$ cat src/rtl/flags_ctrl_pkg.sv
// flags_ctrl_pkg
// Shared constants for the NZCV flag write sequencer:
//   - ARM condition-code encodings (COND_EQ .. COND_NV)
//   - flag producer IDs carried in the in-order tag FIFO
//   - condition FSM state encoding
//   - bit positions of N, Z, C, V inside a 4-bit {N,Z,C,V} vector
package flags_ctrl_pkg;

  localparam logic [3:0] COND_EQ = 4'h0;
  localparam logic [3:0] COND_NE = 4'h1;
  localparam logic [3:0] COND_HS = 4'h2;
  localparam logic [3:0] COND_LO = 4'h3;
  localparam logic [3:0] COND_MI = 4'h4;
  localparam logic [3:0] COND_PL = 4'h5;
  localparam logic [3:0] COND_VS = 4'h6;
  localparam logic [3:0] COND_VC = 4'h7;
  localparam logic [3:0] COND_HI = 4'h8;
  localparam logic [3:0] COND_LS = 4'h9;
  localparam logic [3:0] COND_GE = 4'hA;
  localparam logic [3:0] COND_LT = 4'hB;
  localparam logic [3:0] COND_GT = 4'hC;
  localparam logic [3:0] COND_LE = 4'hD;
  localparam logic [3:0] COND_AL = 4'hE;
  localparam logic [3:0] COND_NV = 4'hF;

  localparam logic SRC_ALU = 1'b0;
  localparam logic SRC_MDU = 1'b1;

  localparam int NZCV_N = 3;
  localparam int NZCV_Z = 2;
  localparam int NZCV_C = 1;
  localparam int NZCV_V = 0;

  typedef enum logic [1:0] {
    C_IDLE = 2'd0,
    C_WAIT = 2'd1,
    C_RESP = 2'd2
  } cond_state_t;

endpackage

$ cat src/rtl/flags_ctrl_cond_eval.sv
// flags_ctrl_cond_eval
// Purely combinational ARM condition evaluator.
// Ports:
//   nzcv  in  4  flags {N,Z,C,V}
//   cond  in  4  condition encoding
//   taken out 1  condition holds for these flags
module flags_ctrl_cond_eval
  import flags_ctrl_pkg::*;
(
  input  logic [3:0] nzcv,
  input  logic [3:0] cond,
  output logic       taken
);

  logic n, z, c, v;

  assign n = nzcv[NZCV_N];
  assign z = nzcv[NZCV_Z];
  assign c = nzcv[NZCV_C];
  assign v = nzcv[NZCV_V];

  always_comb begin
    taken = 1'b1;
    case (cond)
      COND_EQ: taken = z;
      COND_NE: taken = !z;
      COND_HS: taken = c;
      COND_LO: taken = !c;
      COND_MI: taken = n;
      COND_PL: taken = !n;
      COND_VS: taken = v;
      COND_VC: taken = !v;
      COND_HI: taken = c && !z;
      COND_LS: taken = !c || z;
      COND_GE: taken = (n == v);
      COND_LT: taken = (n != v);
      COND_GT: taken = !z && (n == v);
      COND_LE: taken = z || (n != v);
      default: taken = 1'b1;  // AL and NV
    endcase
  end

endmodule

$ cat src/rtl/flags_ctrl.sv
// flags_ctrl
// Serialises NZCV writes from the ALU and MDU onto the single status-register
// write port in decode issue order, and resolves B.cond requests once all
// outstanding flag writes have landed.
// Optional build macro: FLAGS_CTRL_FWD_EN -- resolve a waiting condition
// directly from the flags being acked when that ack retires the last
// outstanding write, instead of waiting for the shadow register.
// Ports:
//   clk, reset                 clock, asynchronous active-high reset
//   issue_valid/src/ready      decode issue of a flag-setting instruction
//   alu_valid/nzcv/ack         ALU flag delivery
//   mdu_valid/nzcv/ack         MDU flag delivery
//   update_sreg, flags_out     registered status-register write port
//   cond_valid/code            B.cond request (held until cond_ready)
//   cond_ready/taken           one-cycle resolution pulse and result
//   pending                    number of outstanding flag writes
module flags_ctrl
  import flags_ctrl_pkg::*;
#(
  parameter int DEPTH = 4,
  parameter int PTR_W = $clog2(DEPTH)
) (
  input  logic             clk,
  input  logic             reset,
  input  logic             issue_valid,
  input  logic             issue_src,
  output logic             issue_ready,
  input  logic             alu_valid,
  input  logic [3:0]       alu_nzcv,
  output logic             alu_ack,
  input  logic             mdu_valid,
  input  logic [3:0]       mdu_nzcv,
  output logic             mdu_ack,
  output logic             update_sreg,
  output logic [3:0]       flags_out,
  input  logic             cond_valid,
  input  logic [3:0]       cond_code,
  output logic             cond_ready,
  output logic             cond_taken,
  output logic [PTR_W:0]   pending
);

  localparam logic [PTR_W:0]   CNT_FULL = (PTR_W+1)'(DEPTH);
  localparam logic [PTR_W:0]   CNT_ONE  = (PTR_W+1)'(1);
  localparam logic [PTR_W-1:0] PTR_ONE  = PTR_W'(1);

  logic [DEPTH-1:0] tag_reg;
  logic [DEPTH-1:0] tag_wr_en;
  logic [PTR_W-1:0] head_ptr_reg, tail_ptr_reg;
  logic [PTR_W:0]   count_reg;
  logic [3:0]       shadow_reg, flags_reg;
  logic             update_reg;

  cond_state_t      state_reg, state_next;
  logic [3:0]       code_reg, code_next;
  logic             ready_reg, ready_next;
  logic             taken_reg, taken_next;

  logic             fifo_empty, head_src, push, pop;
  logic [3:0]       ack_nzcv;
  logic [3:0]       code_sel;
  logic             shadow_taken;

  // Retire: only the producer owning the head tag may be acked.
  assign fifo_empty = (count_reg == '0);
  assign head_src   = tag_reg[head_ptr_reg];
  assign alu_ack    = !fifo_empty && (head_src == SRC_ALU) && alu_valid;
  assign mdu_ack    = !fifo_empty && (head_src == SRC_MDU) && mdu_valid;
  assign pop        = alu_ack || mdu_ack;
  assign ack_nzcv   = mdu_ack ? mdu_nzcv : alu_nzcv;

  // Issue is frozen while a branch is waiting so no younger flag write can
  // slip in ahead of its resolution.
  assign issue_ready = (count_reg < CNT_FULL) && (state_reg == C_IDLE);
  assign push        = issue_valid && issue_ready;

  for (genvar gi = 0; gi < DEPTH; gi++) begin : g_tag_we
    assign tag_wr_en[gi] = push && (tail_ptr_reg == PTR_W'(gi));
  end

  // Tag storage needs no reset: entries are only read while counted valid.
  always_ff @(posedge clk) begin
    for (int i = 0; i < DEPTH; i++) begin
      if (tag_wr_en[i]) tag_reg[i] <= issue_src;
    end
  end

  always_ff @(posedge clk or posedge reset) begin
    if (reset) begin
      head_ptr_reg <= '0;
      tail_ptr_reg <= '0;
      count_reg    <= '0;
      update_reg   <= 1'b0;
      flags_reg    <= '0;
      shadow_reg   <= '0;
    end else begin
      if (push) tail_ptr_reg <= tail_ptr_reg + PTR_ONE;
      if (pop)  head_ptr_reg <= head_ptr_reg + PTR_ONE;
      case ({push, pop})
        2'b10:   count_reg <= count_reg + CNT_ONE;
        2'b01:   count_reg <= count_reg - CNT_ONE;
        default: count_reg <= count_reg;
      endcase
      update_reg <= pop;
      if (pop) begin
        flags_reg  <= ack_nzcv;
        shadow_reg <= ack_nzcv;
      end
    end
  end

  // In C_IDLE the request code is still on the input; afterwards it is latched.
  assign code_sel = (state_reg == C_IDLE) ? cond_code : code_reg;

  flags_ctrl_cond_eval u_eval_shadow (
    .nzcv  (shadow_reg),
    .cond  (code_sel),
    .taken (shadow_taken)
  );

`ifdef FLAGS_CTRL_FWD_EN
  logic fwd_taken;
  logic fwd_hit;

  // The last outstanding write is retiring right now: its flags are final.
  assign fwd_hit = (count_reg == CNT_ONE) && pop;

  flags_ctrl_cond_eval u_eval_fwd (
    .nzcv  (ack_nzcv),
    .cond  (code_sel),
    .taken (fwd_taken)
  );
`endif

  always_comb begin
    state_next = state_reg;
    code_next  = code_reg;
    taken_next = 1'b0;
    case (state_reg)
      C_IDLE: begin
        if (cond_valid) begin
          code_next = cond_code;
          if (fifo_empty) begin
            state_next = C_RESP;
            taken_next = shadow_taken;
`ifdef FLAGS_CTRL_FWD_EN
          end else if (fwd_hit) begin
            state_next = C_RESP;
            taken_next = fwd_taken;
`endif
          end else begin
            state_next = C_WAIT;
          end
        end
      end
      C_WAIT: begin
        if (fifo_empty) begin
          state_next = C_RESP;
          taken_next = shadow_taken;
`ifdef FLAGS_CTRL_FWD_EN
        end else if (fwd_hit) begin
          state_next = C_RESP;
          taken_next = fwd_taken;
`endif
        end
      end
      C_RESP:  state_next = C_IDLE;
      default: state_next = C_IDLE;
    endcase
    ready_next = (state_next == C_RESP);
  end

  always_ff @(posedge clk or posedge reset) begin
    if (reset) begin
      state_reg <= C_IDLE;
      code_reg  <= '0;
      ready_reg <= 1'b0;
      taken_reg <= 1'b0;
    end else begin
      state_reg <= state_next;
      code_reg  <= code_next;
      ready_reg <= ready_next;
      taken_reg <= taken_next;
    end
  end

  assign update_sreg = update_reg;
  assign flags_out   = flags_reg;
  assign cond_ready  = ready_reg;
  assign cond_taken  = taken_reg;
  assign pending     = count_reg;

endmodule

$ cat config.mk
export PLATFORM = sky130hd
export DESIGN_NAME = flags_ctrl
export DESIGN_NICKNAME = d
export VERILOG_FILES = /design/src/rtl/flags_ctrl_pkg.sv /design/src/rtl/flags_ctrl_cond_eval.sv /design/src/rtl/flags_ctrl.sv
export SDC_FILE = /design/constraint.sdc
export NUM_CORES = 1
export LEC_CHECK = 0
export BUFFER_PORTS_ARGS = -buffer_cell sky130_fd_sc_hd__buf_2
export CAP_MARGIN = 0
export CORE_MARGIN = 1.5
export CORE_UTILIZATION = 45
export DETAILED_ROUTE_END_ITERATION = 6
export PLACE_DENSITY = 0.69
export SLEW_MARGIN = 40
export SYNTH_ARGS = -nofsm -noshare
export SYNTH_HDL_FRONTEND = slang
export SYNTH_SLANG_ARGS = --single-unit
export TNS_END_PERCENT = 1
$ cat constraint.sdc
create_clock -name clk -period 2.75 [get_ports clk]
set_input_delay 0.55 -clock clk [delete_from_list [all_inputs] [get_ports clk]]
set_output_delay 0.55 -clock clk [all_outputs]
set_load 0.05 [all_outputs]
Word level (Yosys, flattened, before mapping)
Index checks and enable logic that the tools add are counted.
Word-level totals
  input bits: 19
  output and inout port bits: 13
  register bits: 24
  word-level logic and storage cells: 81
Operators by class
  bitwise operators: 1
  add/subtract/negate cells: 4
  eq/ne operators: 22
  order comparisons: 2
  reductions and logical operators: 26
  mux-type cells: 13
Operators with widths (number)
  == test 4 bit, second input constant: 6
  == test 4 x 3 -> 1 bit, second input constant: 4
  one-hot mux 1 bit (14 select lines): 1
  logical AND 1 bit: 12
  == test 2 bit, second input constant: 4
  == test 4 x 2 -> 1 bit, second input constant: 2
  two-way mux 4 bit: 2
  == test 2 x 1 -> 1 bit, second input constant: 3
  two-way mux 2 bit: 3
  one-hot mux 3 bit (2 select lines): 1
  logical NOT 1 bit: 5
  adder 2 x 1 -> 2 bit, second input constant: 2
  == test 4 x 1 -> 1 bit, second input constant: 1
  logical NOT 2 bit: 2
  logical NOT 4 bit: 1
  one-hot mux 2 bit (2 select lines): 1
  adder 3 x 1 -> 3 bit, second input constant: 1
  logical NOT 3 bit: 1
  logical OR 1 bit: 3
  < comparator 2 x 3 -> 1 bit, second input constant: 1
  < comparator 3 bit, second input constant: 1
  two-way mux 1 bit: 3
  subtractor 3 x 1 -> 3 bit, second input constant: 1
  binary-select mux 1 bit (select 2 bit): 1
  other kinds (6): 6

Depth between registers and ports, before layout
  word-level depth: 8
  gate-level depth with buffers: 9
  mapped depth without buffers: 9

By module
A second synthesis with hierarchy kept.
Unflattened totals
  cell total of the unflattened synthesis: 114
  area total of the unflattened synthesis: 1346.3 µm²
By module, submodules not included
  flags_ctrl: cells each 91, times used 1, seq. area each 620.6 µm², area each 1181.1 µm²
  flags_ctrl_cond_eval: cells each 23, times used 1, seq. area each 0.0 µm², area each 165.2 µm²

Least setup slack after synthesis
Ideal clock, no wire load.
  path type: register to register
  from: register count_reg[2], in the netlist pending[2]
  to: register count_reg[2], in the netlist pending[2]
  setup slack: -0.435 ns
  arrival time: 3.040 ns
  data required time: 2.605 ns
  library setup time: 0.145 ns
  stages on the path, launching flop included: 10
  path buffers: 0
  clock period less this slack: 3.185 ns
  path through: dfrtp_1 -> nor3_1 -> and2_1 -> inv_1 -> ha_1 -> inv_1 -> fa_1 -> xor2_1 -> nor2_1 -> xor2_1
On the way
  elaborated cells on any way between the ends: 16
  classes of those cells: 2 x add/sub; 1 x order compare; 2 x eq/ne; 1 x mux; 10 x reduce/logical
RTL lines
  from (decl): line flags_ctrl.sv:50  | logic [PTR_W:0] count_reg;
  from (signal assigned): line flags_ctrl.sv:100  | 2'b10: count_reg <= count_reg + CNT_ONE;
  from (signal assigned): line flags_ctrl.sv:101  | 2'b01: count_reg <= count_reg - CNT_ONE;
  from (signal assigned): line flags_ctrl.sv:102  | default: count_reg <= count_reg;
  < comparator 3 bit (*): line flags_ctrl.sv:74  | assign issue_ready = (count_reg < CNT_FULL) && (state_reg == C_IDLE);
  logical AND 1 bit (*): line flags_ctrl.sv:74
  net issue_ready: line flags_ctrl.sv:27  | output logic issue_ready,
  logical AND 1 bit (*): line flags_ctrl.sv:75  | assign push = issue_valid && issue_ready;
  == test 2 x 1 -> 1 bit / == test 2 bit (equally long branches): line flags_ctrl.sv:99  | case ({push, pop})
  one-hot mux 3 bit (2 select lines) / nonzero test 2 bit (equally long branches)
The timed path passes the listed nets; every way through them passes the cells marked *.
A chain may end at the register's enable or synchronous reset.

Worst setup path in the final report
  from: register head_ptr_reg[0]
  to: output port alu_ack
On the way
  cells in the longest elaborated chain, start to end: 5
RTL lines
  from (decl): line flags_ctrl.sv:49  | logic [PTR_W-1:0] head_ptr_reg, tail_ptr_reg;
  from (signal assigned): line flags_ctrl.sv:98  | if (pop) head_ptr_reg <= head_ptr_reg + PTR_ONE;
  binary-select mux 1 bit (select 2 bit): line flags_ctrl.sv:66  | assign head_src = tag_reg[head_ptr_reg];
  two-way mux 1 bit (not written as such): line flags_ctrl.sv:66
  NOT 1 bit: line flags_ctrl.sv:67  | assign alu_ack = !fifo_empty && (head_src == SRC_ALU) && alu_valid;
  logical AND 1 bit (2 in series): line flags_ctrl.sv:67
  to (decl): line flags_ctrl.sv:30  | output logic alu_ack,
Every way passes these cells. The select of a mux whose other input is x is not followed.

==> results by group <==
Power
  – Sw Ratio: 0.484
  – Comb power frac: 0.585
  – Leakage: 0.733 nW
  – Seq pwr share: 0.337
  – Clock share of power: 0.078
  – Total power: 0.00196 W
  – Net Switching: 0.000946 W
  – Internal power: 0.00101 W
  – Peak supply drop: 0.687 mV
  – Pwr/cell area: 1290 nW/µm²

CTS
  – CTS root buf: clkbuf_4
  – Cells resized by post-CTS repair: 0
  – CTS sink cnt: 24
  – Setup Buffers After CTS: 0
  – Post-CTS Hold Buffers: 0
  – Clock Latency Late Sink: 0.30 ns
  – Htree depth: 1
  – CTS tree: done
  – TritonCTS Buffers: 3
  – Max Root-Sink Buffers: 2
  – Worst-path clk slew: 0.13 ns

Finish
  – # nets final: 173
  – Fillers: 266
  – Fraction of final layout cells with drive strength greater than 1: 0.333
  – Syn-to-layout area delta: 18.1%
  – # diodes: 0
  – Post-route cell area: 1520 µm²

Synth
  – Syn Inst Count: 111
  – Ys async rst share: 0.833
  – Sequential fraction of the synthesis area: 0.484
  – Yosys top cell by area: dfrtp_1
  – Top-count cell post-synth: dfrtp_1
  – EDFF count, synth: 4
  – Post-Syn Area: 1280 µm²
  – Syn avg cell area: 11.6 µm²
  – Netlist cell types: 30
  – Synth area leaders: dfrtp_1, edfxtp_1, mux2i_1
  – Top cells by count, synth: dfrtp_1, mux2i_1, nand2_1, inv_1
  – Synthesis warning total: 0
  – Synth Flop Type: dfrtp_1
  – Share of the synthesized area in the top cell type: 0.390
  – Net Count, Synth: 136
  – Register bit count reported by yosys: 24

Detailed routing
  – Via count: 950
  – Via/cell ratio: 5.34
  – Post-Route WL: 2350 µm
  – 1st-iter DRT viols: 40
  – Routed WL per cell: 13.2 µm
  – DRT antenna net count: 0
  – # DRC: 0
  – DRT Pass-1 Iters: 4

Timing
  – TNS Setup: 0 ns
  – Worst-margin pin slew: 0.436 ns
  – RSZ-0062 raised after global routing: no
  – Setup Skew: 0.00624 ns
  – Final setup violation count: 0
  – Fin crit share: 0.885
  – Max Clock Freq: 411 MHz
  – Final slew viol count: 0
  – Slew HR: 0.709
  – Tmin final: 2.43 ns
  – Hold Fails Final Rpt: 0

Floorplan
  – Die area: 3180 µm²
  – Die Ht: 56.4 µm
  – Die W: 56.4 µm
  – Starting Density: 0.469
  – Core box area: 2730 µm²
  – I/O Pins: 32
  – Row count: 19

Global routing
  – Initial antenna violation count: 0
  – First-pass GRT wire length: 4100 µm
  – Largest net degree at the start of global routing: 21
  – Vias in the first global route: 949
  – Overflow left after global routing: 0
  – Tot GR Track Use: 0.164

Setup path
  – Crit path launch type: flip-flop
  – Crit path required time: 2.20 ns
  – Crit path DAT: 1.88 ns
  – WS Path Type: reg -> out
  – Worst reg2reg path depth: 8
  – Worst setup EP type: primary output
  – Critical Path Fanout Max: 5

Placement
  – Placed cell area: 1490 µm²
  – # port buffers: 31
  – Routability cong.: 0.880
  – Detail Placement HPWL: 1880 µm

Job
  – Max cap viols: 0

Outcome
  – Outcome: complete, no violations

Min path
  – Min-delay worst type: in -> async
## critical path, cell delays in order (launching register included)
cell and delay, ns:
dfrtp_1 0.42, mux4_2 0.55, nor2_2 0.29, buf_2 0.33
## area by class of cell
type	instances	area (µm²)	area share
multi-input cells	78	633	0.418
flip-flops and latches	24	621	0.410
repair buffers	32	163	0.107
well taps	31	38.8	0.0256
inverters	9	33.8	0.0223
clock buffers	4	26.3	0.0173
## cells by family after synthesis
family                     count (synthesis)  synth area share
adders and majority gates                  6            0.0644
and+or+nand+nor                           33             0.135
muxes                                     19             0.174
AOI/OAI and AO/OA                         11            0.0556
DFF                                       24             0.484
buffers and inverters                      9            0.0263
xor gates and xnor gates                   9            0.0615
## final timing paths
| path | startpoint | to | slack, ns |
|---|---|---|---|
| worst max-delay path | head_ptr_reg[0] | alu_ack | 0.32 |
| worst min-delay path | reset | head_ptr_reg[0] | 0.23 |
| worst max register to register | head_ptr_reg[0] | pending[2] | 0.39 |
| worst min register to register | pending[0] | pending[0] | 0.51 |
| max in group asynchronous | reset | state_reg[1] | 2.22 |
| min in group clk | mdu_nzcv[1] | flags_out[1] | 0.44 |
## stage by stage
| stage | hold WS, ns | utilization | setup slack (ns) | cells |
|---|---|---|---|---|
| floorplan | 0.453 | - | 0.0834 | 111 |
| global placement | 0.486 | 0.545 | 0.474 | 174 |
| detailed placement | 0.489 | 0.545 | 0.408 | 174 |
| CTS | 0.386 | 0.554 | 0.294 | 178 |
| global route | 0.242 | 0.554 | 0.217 | 178 |
| finish | 0.225 | 0.554 | 0.316 | 178 |
## routing by layer
layer,vias to the layer above,part of all wire,GRT usage
met1,466,0.42,0.205
met4,0,0.016,0.0544
met5,-,0,0
met2,19,0.53,0.287
li1,461,-,-
met3,4,0.032,0.0276
## power by group through the flow
| stage | Sequential, W | Combinational (W) | Clock [W] |
|---|---|---|---|
| after global placement | 0.000662 | 0.00113 | 0 |
| final | 0.000659 | 0.00114 | 0.000153 |
| after floorplan | 0.000884 | 0.000680 | 0 |
| after CTS | 0.000659 | 0.00115 | 0.000165 |
| after global routing | 0.000684 | 0.00125 | 0.000180 |
| after detailed placement | 0.000666 | 0.00115 | 0 |
## cells in the final DEF, fill, tap and decap left out, drive strengths merged
master	instances
a31oi	1
and2	1
and3	4
buf	32
clkbuf	4
clkinv	1
dfrtp	20
edfxtp	4
fa	1
ha	5
inv	8
mux2	6
mux2i	11
mux4	2
nand2	11
nand3	1
nand4b	1
nor2	8
nor2b	2
nor3	2
o211a	1
o211ai	1
o21ai	6
o21bai	1
o31a	1
or3	1
or4	1
or4b	1
xnor2	5
xor2	4
(Power assumes the default switching activity.)
